File: config.mk
export PLATFORM = sky130hd
export DESIGN_NAME = multicycle_controller
export DESIGN_NICKNAME = d
export VERILOG_FILES = /design/src/rtl/multicycle_controller.sv
export SDC_FILE = /design/constraint.sdc
export NUM_CORES = 1
export LEC_CHECK = 0
export ABC_AREA = 1
export CORE_AREA = 2 2 46 48
export CTS_CLUSTER_DIAMETER = 100
export CTS_CLUSTER_SIZE = 8
export DETAILED_ROUTE_END_ITERATION = 8
export DIE_AREA = 0 0 48 50
export PLACE_DENSITY = 0.81
export SETUP_SLACK_MARGIN = 0.3
export SYNTH_ARGS = -nofsm -noshare
export SYNTH_HDL_FRONTEND = slang
export SYNTH_SLANG_ARGS = --single-unit
File: constraint.sdc
create_clock -name clk -period 4.25 [get_ports clk]
set_clock_uncertainty 0.2 [all_clocks]
set_input_delay 0.425 -clock clk [delete_from_list [all_inputs] [get_ports clk]]
set_output_delay 0.425 -clock clk [all_outputs]
set_load 0.02 [all_outputs]
File: src/rtl/multicycle_controller.sv
// Multicycle MIPS-subset control FSM with memory-wait timeout.
// Define MC_CTRL_BNE_EN to decode bne (op 000101) as an inverted-zero branch.
module multicycle_controller #(
    parameter int ALUCTRL_W = 3,
    parameter int MAX_WAIT  = 15
) (
    input  logic                 clk,
    input  logic                 reset_n,
    input  logic [5:0]           op,
    input  logic [5:0]           funct,
    input  logic                 zero,
    input  logic                 mem_ready,
    output logic                 iord,
    output logic                 memwrite,
    output logic                 irwrite,
    output logic                 regdst,
    output logic                 memtoreg,
    output logic                 regwrite,
    output logic                 alusrca,
    output logic [1:0]           alusrcb,
    output logic [1:0]           pcsrc,
    output logic                 pcen,
    output logic [ALUCTRL_W-1:0] alucontrol,
    output logic                 mem_timeout,
    output logic                 illegal_op
);

    localparam int CNT_W = $clog2(MAX_WAIT + 1);

    localparam logic [5:0] OP_LW   = 6'b100011;
    localparam logic [5:0] OP_SW   = 6'b101011;
    localparam logic [5:0] OP_R    = 6'b000000;
    localparam logic [5:0] OP_BEQ  = 6'b000100;
    localparam logic [5:0] OP_ADDI = 6'b001000;
    localparam logic [5:0] OP_J    = 6'b000010;
`ifdef MC_CTRL_BNE_EN
    localparam logic [5:0] OP_BNE  = 6'b000101;
`endif

    localparam logic [2:0] ALU_ADD = 3'b010;
    localparam logic [2:0] ALU_SUB = 3'b110;
    localparam logic [2:0] ALU_AND = 3'b000;
    localparam logic [2:0] ALU_OR  = 3'b001;
    localparam logic [2:0] ALU_SLT = 3'b111;

    typedef enum logic [3:0] {
        S_FETCH,
        S_DECODE,
        S_MEMADR,
        S_MEMRD,
        S_MEMWB,
        S_MEMWR,
        S_RTYPEEX,
        S_RTYPEWB,
        S_BEQEX,
        S_ADDIEX,
        S_ADDIWB,
        S_JEX
    } state_t;

    state_t           r_state;
    state_t           w_state_nxt;
    logic [CNT_W-1:0] r_cnt;
    logic [CNT_W-1:0] w_cnt_nxt;

    logic       w_wait_st;
    logic       w_timeout;
    logic [2:0] w_falu;
    logic       w_fok;

    logic       w_iord;
    logic       w_memwrite;
    logic       w_irwrite;
    logic       w_regdst;
    logic       w_memtoreg;
    logic       w_regwrite;
    logic       w_alusrca;
    logic [1:0] w_alusrcb;
    logic [1:0] w_pcsrc;
    logic       w_pcen;
    logic [2:0] w_alu;
    logic       w_to;
    logic       w_ill;

    always_ff @(posedge clk or negedge reset_n) begin
        if (!reset_n) begin
            r_state <= S_FETCH;
            r_cnt   <= '0;
        end else begin
            r_state <= w_state_nxt;
            r_cnt   <= w_cnt_nxt;
        end
    end

    assign w_wait_st = (r_state == S_FETCH) || (r_state == S_MEMRD) ||
                       (r_state == S_MEMWR);
    assign w_timeout = w_wait_st && !mem_ready &&
                       (r_cnt == CNT_W'(MAX_WAIT));

    // Only a stalled wait state keeps counting; every exit clears it.
    assign w_cnt_nxt = (w_wait_st && !mem_ready && !w_timeout) ?
                       r_cnt + CNT_W'(1) : '0;

    always_comb begin
        w_falu = ALU_AND;
        w_fok  = 1'b1;
        unique case (funct)
            6'b100000: w_falu = ALU_ADD;
            6'b100010: w_falu = ALU_SUB;
            6'b100100: w_falu = ALU_AND;
            6'b100101: w_falu = ALU_OR;
            6'b101010: w_falu = ALU_SLT;
            default:   w_fok  = 1'b0;
        endcase
    end

    always_comb begin
        w_state_nxt = r_state;
        w_iord      = 1'b0;
        w_memwrite  = 1'b0;
        w_irwrite   = 1'b0;
        w_regdst    = 1'b0;
        w_memtoreg  = 1'b0;
        w_regwrite  = 1'b0;
        w_alusrca   = 1'b0;
        w_alusrcb   = 2'b00;
        w_pcsrc     = 2'b00;
        w_pcen      = 1'b0;
        w_alu       = ALU_AND;
        w_to        = 1'b0;
        w_ill       = 1'b0;
        unique case (r_state)
            S_FETCH: begin
                w_alusrcb = 2'b01;
                w_alu     = ALU_ADD;
                if (w_timeout) begin
                    w_to        = 1'b1;
                    w_state_nxt = S_FETCH;
                end else begin
                    w_irwrite = mem_ready;
                    w_pcen    = mem_ready;
                    if (mem_ready) w_state_nxt = S_DECODE;
                end
            end
            S_DECODE: begin
                w_alusrcb = 2'b11;
                w_alu     = ALU_ADD;
                unique case (op)
                    OP_LW, OP_SW: w_state_nxt = S_MEMADR;
                    OP_R: begin
                        if (w_fok) begin
                            w_state_nxt = S_RTYPEEX;
                        end else begin
                            w_ill       = 1'b1;
                            w_state_nxt = S_FETCH;
                        end
                    end
                    OP_BEQ:  w_state_nxt = S_BEQEX;
`ifdef MC_CTRL_BNE_EN
                    OP_BNE:  w_state_nxt = S_BEQEX;
`endif
                    OP_ADDI: w_state_nxt = S_ADDIEX;
                    OP_J:    w_state_nxt = S_JEX;
                    default: begin
                        w_ill       = 1'b1;
                        w_state_nxt = S_FETCH;
                    end
                endcase
            end
            S_MEMADR: begin
                w_alusrca = 1'b1;
                w_alusrcb = 2'b10;
                w_alu     = ALU_ADD;
                if (op == OP_SW) w_state_nxt = S_MEMWR;
                else if (op == OP_LW) w_state_nxt = S_MEMRD;
                else w_state_nxt = S_FETCH;
            end
            S_MEMRD: begin
                w_iord = 1'b1;
                if (w_timeout) begin
                    w_to        = 1'b1;
                    w_state_nxt = S_FETCH;
                end else if (mem_ready) begin
                    w_state_nxt = S_MEMWB;
                end
            end
            S_MEMWR: begin
                w_iord = 1'b1;
                if (w_timeout) begin
                    w_to        = 1'b1;
                    w_state_nxt = S_FETCH;
                end else begin
                    w_memwrite = 1'b1;
                    if (mem_ready) w_state_nxt = S_FETCH;
                end
            end
            S_MEMWB: begin
                w_memtoreg  = 1'b1;
                w_regwrite  = 1'b1;
                w_state_nxt = S_FETCH;
            end
            S_RTYPEEX: begin
                w_alusrca   = 1'b1;
                w_alu       = w_falu;
                w_state_nxt = S_RTYPEWB;
            end
            S_RTYPEWB: begin
                w_regdst    = 1'b1;
                w_regwrite  = 1'b1;
                w_state_nxt = S_FETCH;
            end
            S_BEQEX: begin
                w_alusrca   = 1'b1;
                w_alu       = ALU_SUB;
                w_pcsrc     = 2'b01;
                w_pcen      = zero;
`ifdef MC_CTRL_BNE_EN
                if (op == OP_BNE) w_pcen = ~zero;
`endif
                w_state_nxt = S_FETCH;
            end
            S_ADDIEX: begin
                w_alusrca   = 1'b1;
                w_alusrcb   = 2'b10;
                w_alu       = ALU_ADD;
                w_state_nxt = S_ADDIWB;
            end
            S_ADDIWB: begin
                w_regwrite  = 1'b1;
                w_state_nxt = S_FETCH;
            end
            S_JEX: begin
                w_pcsrc     = 2'b10;
                w_pcen      = 1'b1;
                w_state_nxt = S_FETCH;
            end
            default: w_state_nxt = S_FETCH;
        endcase
    end

    // Write strobes are gated by reset so they drop the instant it asserts.
    assign iord        = w_iord;
    assign memwrite    = w_memwrite & reset_n;
    assign irwrite     = w_irwrite & reset_n;
    assign regdst      = w_regdst;
    assign memtoreg    = w_memtoreg;
    assign regwrite    = w_regwrite & reset_n;
    assign alusrca     = w_alusrca;
    assign alusrcb     = w_alusrcb;
    assign pcsrc       = w_pcsrc;
    assign pcen        = w_pcen & reset_n;
    assign alucontrol  = ALUCTRL_W'(w_alu);
    assign mem_timeout = w_to & reset_n;
    assign illegal_op  = w_ill & reset_n;

endmodule

# == After elaboration in Yosys (flattened, before gate mapping) ==
# Index checks and enable logic that the tools add are counted.
# W data, S select, Z words.
# classes
n_addsub,1
eq_ne,25
mux,32
bitwise,6
n_reduce_logical,19
# op_table
operator,count
$eq A6 B6 Y1 const B,7
$mux W4,7
$pmux W4 S7,1
$eq A4 B4 Y1 const B,5
$pmux W4 S5,1
$eq A4 B3 Y1 const B,4
$mux W1,14
$pmux W3 S4,1
$reduce_or A5 Y1,2
$ne A3 B3 Y1 const B,3
$pmux W3 S3,1
$eq A4 B2 Y1 const B,2
$reduce_or A4 Y1,2
$and A1 B1 Y1,6
$eq A6 B2 Y1 const B,1
$eq A6 B3 Y1 const B,1
$eq A6 B4 Y1 const B,1
$logic_not A6 Y1,1
$mux W3,2
$pmux W2 S3,1
$reduce_or A2 Y1,3
$reduce_or A3 Y1,2
$add A4 B1 Y4 const B,1
$eq A4 B1 Y1 const B,1
9 further kinds,13
# totals
register_bits,8
in_bits,16
out_inout_bits,17
elab_cells,85

# == Depth between registers and ports, before layout ==
# depth
depth_word,8
depth_mapped,9

# == Least setup slack after synthesis ==
# OpenSTA, ideal clock, no wires.
# synth_path
path_type,register to output
from,reg r_state[1]
to,out alucontrol[1]
t_arrival_ps,1339
required_time_ps,3625
setup_slack_ps,2286
path_stages_with_launch,6
path_buffers,0
cell_sequence,dfrtp_1 > nor2_2 > inv_1 > o21ai_1 > nor3_1 > o21ai_1
# synth_via
elab_chain_len,3
elab_cells_between_ends,8
# synth_lines
element,line_no,source
from (decl),61,state_t r_state;
from (signal assigned),90,r_state <= w_state_nxt;
$eq A4 B2 Y1 (tied with other cells),132,unique case (r_state)
$reduce_or A4 Y1 (no source line),-,
$pmux W3 S3 (*),132,
to (decl),23,"output logic [ALUCTRL_W-1:0] alucontrol,"
# Mark *: on every way between the ends. The rest lies on a longest branch, timed or not.

# == Worst setup path after layout ==
# layout_path
from,in op[3]
to,out illegal_op
# layout_via
elab_chain_len,5
elab_cells_between_ends,10
# layout_lines
element,line_no,source
from (decl),9,"input logic [5:0] op,"
$eq A6 B6 Y1 (tied with other cells),148,unique case (op)
$reduce_or A5 Y1 (no source line),-,
$pmux W1 S2 (*),148,
$mux W1 (*),132,
$and A1 B1 Y1 (*),254,assign illegal_op = w_ill & reset_n;
to (decl),25,output logic illegal_op
# Marked as above.

==> results by stage <==
Route:
- The overall routed net length is 2.22 mm.
- The post-detailed-route count of antenna-violating nets is 0.
- The total via count after detailed routing is 991.
- After detailed routing, the number of vias per cell comes to 4.81.
- In this run, the number of DRC markers left after iteration 0 of detailed routing was 29.
- For this run, the detailed router's first-pass iteration total came to 4.
- The DRC violation count after routing is 0.
- In the final routed layout, each cell accounts on average for 10.8 um.

Timing:
- Based on the critical path, the design can be clocked at up to 346 MHz.
- The total negative slack is 0 ns.
- The number of failing setup endpoints in the final timing report is 0.
- The number of pins exceeding their max-slew limit in the final report is 0.
- Setup repair after global routing left no endpoint under its margin.
- In the finished design, the share of the clock period the worst path needs comes to 68.0%.
- The time the worst path needs with I/O delays and setup is 2.89 ns.
- The worst hold slack is 0.260 ns.
- The slew at the pin closest to its max-slew limit is 0.403 ns.
- Measured against its own limit, the worst slew margin works out to 73.0%.
- The final-report hold violation count is 0.
- The worst path meets setup with 1.36 ns of slack.

Clock network:
- TritonCTS built the clock tree.
- The clock edge transition at the registers on the reported setup and hold paths is 0.06 ns.
- The level count of the clock H-tree is 1.
- After clock tree synthesis, the setup repair step added 0 buffers.
- The number of gates resized after cts is 0.
- The clock latency at the later pin of the worst-skew pair is 0.26 ns.
- The number of buffers inserted during clock tree synthesis is 3.
- The clock passes through at most 2 buffers.
- The count of hold-fix buffers inserted at cts is 0.
- The number of clock sinks is 8.
- CTS placed an instance of clkbuf_4 at the clock tree root.

Place:
- The pre-CTS setup slack is 1.40 ns.
- Routability-driven placement finished with a final weighted congestion of 0.846.
- The count of buffers from port buffering is 32.
- Detailed placement ended at an HPWL of 1.89 mm.

Final layout:
- After the last flow step, the layout net total stands at 198.
- The number of inserted filler cells in the final layout is 191.
- Cells with a size suffix above 1 make up 10.6% of the layout.
- The total area of sequential cells is 200 um^2.
- In the final layout, the multi-input gates occupy 513 um^2.
- The antenna diode count is 0.
- Relative to the synthesized area, the layout overhead comes to 45.2%.

Critical path:
- Among the stages of the critical path, the cell type that occurs most often is nor2_1.
- The worst setup path is captured at a primary output.
- Along the worst path, the maximum fanout reaches 6.
- The type of origin of the critical path is an input pin.
- The largest individual stage delay along the critical path comes from the cell clkdlybuf4s50_1.
- Walking the worst path, the cells encountered are clkdlybuf4s50_1 > nor2_1 > nand4_1 > o21ai_0 > nor2_1 > nand4_1 > nor2_1 > clkdlybuf4s50_1.
- The cell family with the largest share of critical-path delay is buffers and inverters.
- The kind of critical path is in -> out.
- The delay contributed by the slowest stage of the critical path is 0.62 ns.
- STA puts the critical path data arrival time at 2.26 ns.
- For the worst setup path, the data required time is 3.62 ns.
- The sum of buffers and inverters on the critical path is 2.

Synthesis:
- The share of the Yosys chip area taken by registers is 24.0%.
- Sorting the synthesized cells by area gives the leading types as dfrtp_1 (24%), nand2_1 (14%), inv_1 (14%).
- Dividing the synthesized area by the synthesized cell count gives 5.79 um^2.
- The distinct cell type count of the synthesized netlist is 22.
- The number of flip-flops and latches in the synthesized netlist is 8.
- The instance count of the mapped netlist is 144.
- The post-synth net total is 161.
- The area of the mapped netlist is 833 um^2.
- The cell taking the most area after synthesis is dfrtp_1.
- The number of synthesis warnings is 0.
- The synthesized design devotes to its leading area cell type 24.0% of total area.

Die:
- The floorplan step defined a die boundary enclosing 0.00240 mm^2.
- The floorplan die width is 48 um.
- From bottom edge to top edge, the die measures 50 um.
- The top-level I/O count is 33.
- The total core area is 0.00190 mm^2.
- Once the floorplan was initialized, standard cells occupied 43.8% of the core.
- The row count is 16.

Power:
- In this run the static leakage power is 0.638 nW.
- The worst ir drop on vdd is 0.226 mV.
- The power consumption is 405 uW.
- The total power divided by cell area is 335 mW/mm^2.

Global routing:
- The first global-routing pass estimated 3.85 mm of wire.
- The via count of the first global-routing pass is 906.
- The total overflow left after global routing is 0.
- The number of antenna violations at the first check in global routing is 0.
- The pin count of the biggest net entering global routing is 11.
- The aggregate global-route resource usage is 21.7%.

Outcome:
- The run finished with clean final reports.

Run:
- Across the run, the number of max-cap violations was 0.

Worst hold path:
- The path class of the tightest hold or removal check is in -> async.
final cells by class:
class                   instances  area share, %
repair buffers                 32           26.5
flip-flops and latches          8           16.5
multi-input cells             104           42.4
inverters                      32           9.93
well taps                      27           2.79
clock buffers                   3           1.86
worst reg2reg max path, stage by stage, from the launching register on:
cell	delay, ns
dfrtp_1	0.45
nor2_1	0.25
nand2_2	0.10
nand3_2	0.12
nand3_2	0.11
nand2_1	0.08
nand3_1	0.07
nand2_1	0.06
nand2_1	0.05
metrics by stage:
step                      cell area (um^2)  std cells  utilization, %
final                                 1210        206            63.6
after detailed placement              1190        203            62.4
after CTS                             1210        206            63.6
after global routing                  1210        206            63.6
after global placement                1190        203            62.4
after floorplan                        833        144               -
sequential cells by signal, indices dropped and copies added, names as in the netlist:
| signal | cells |
|---|---|
| r_state | 4 |
| r_cnt | 4 |
final timing paths:
check | startpoint | to | slack, ns | cells after the start
hold reg to reg | r_cnt[0] | r_cnt[0] | 0.26 | 1
setup / recovery | op[3] | illegal_op | 1.36 | 8
setup reg to reg | r_state[1] | r_state[0] | 2.64 | 8
min in group clk | r_cnt[0] | r_cnt[0] | 0.26 | 1
hold / removal | reset_n | r_cnt[2] | 0.26 | 1
max in group asynchronous | reset_n | r_state[1] | 3.30 | 1
cells in the mapped netlist:
cell type  number
a21oi_1         3
a21oi_2         1
a31oi_1         1
dfrtp_1         8
ha_1            1
inv_1          30
inv_2           2
nand2_1        31
nand2_2         3
nand3_1        11
nand3_2         2
nand3b_2        1
nand4_1         4
nor2_1         27
nor2_2          5
nor2_4          1
nor3_1          3
nor3b_2         1
o2111ai_1       1
o21ai_0         4
o21ai_1         3
xor2_1          1
power by group:
part           switching (mW)  internal (mW)
Clock                  0.0281         0.0325
Combinational           0.142         0.0981
Sequential             0.0149         0.0900
Total                   0.185          0.221
metal layers:
layer  track usage, %  wire [um]  vias up
li1                 -          -      521
met1             30.4       1060      436
met2             33.1       1020       32
met3             5.49        128        2
met4             4.05         14        0
met5                0          0        -
cells by family (layout without fill, tap and decap cells):
family / after synthesis / count (layout) / share of synthesized area (%)
adders and majority gates: 1 / 1 / 1.50
xor gates and xnor gates: 1 / 1 / 1.05
buffers and inverters: 32 / 67 / 14.4
and+or+nand+nor: 89 / 89 / 50.1
DFF: 8 / 8 / 24.0
AOI/OAI and AO/OA: 13 / 13 / 8.86
cell usage in the layout, fill, tap and decap left out, types with 3 or more instances in the layout:
cell / instances
nand2_1: 31
nand2_2: 3
nand4_1: 4
dfrtp_1: 8
clkdlybuf4s50_1: 32
nand3_1: 11
clkbuf_4: 3
o21ai_0: 4
nor2_1: 27
inv_1: 30
nor2_2: 5
nor3_1: 3
o21ai_1: 3
a21oi_1: 3
Power figures use the tool's default switching activity.
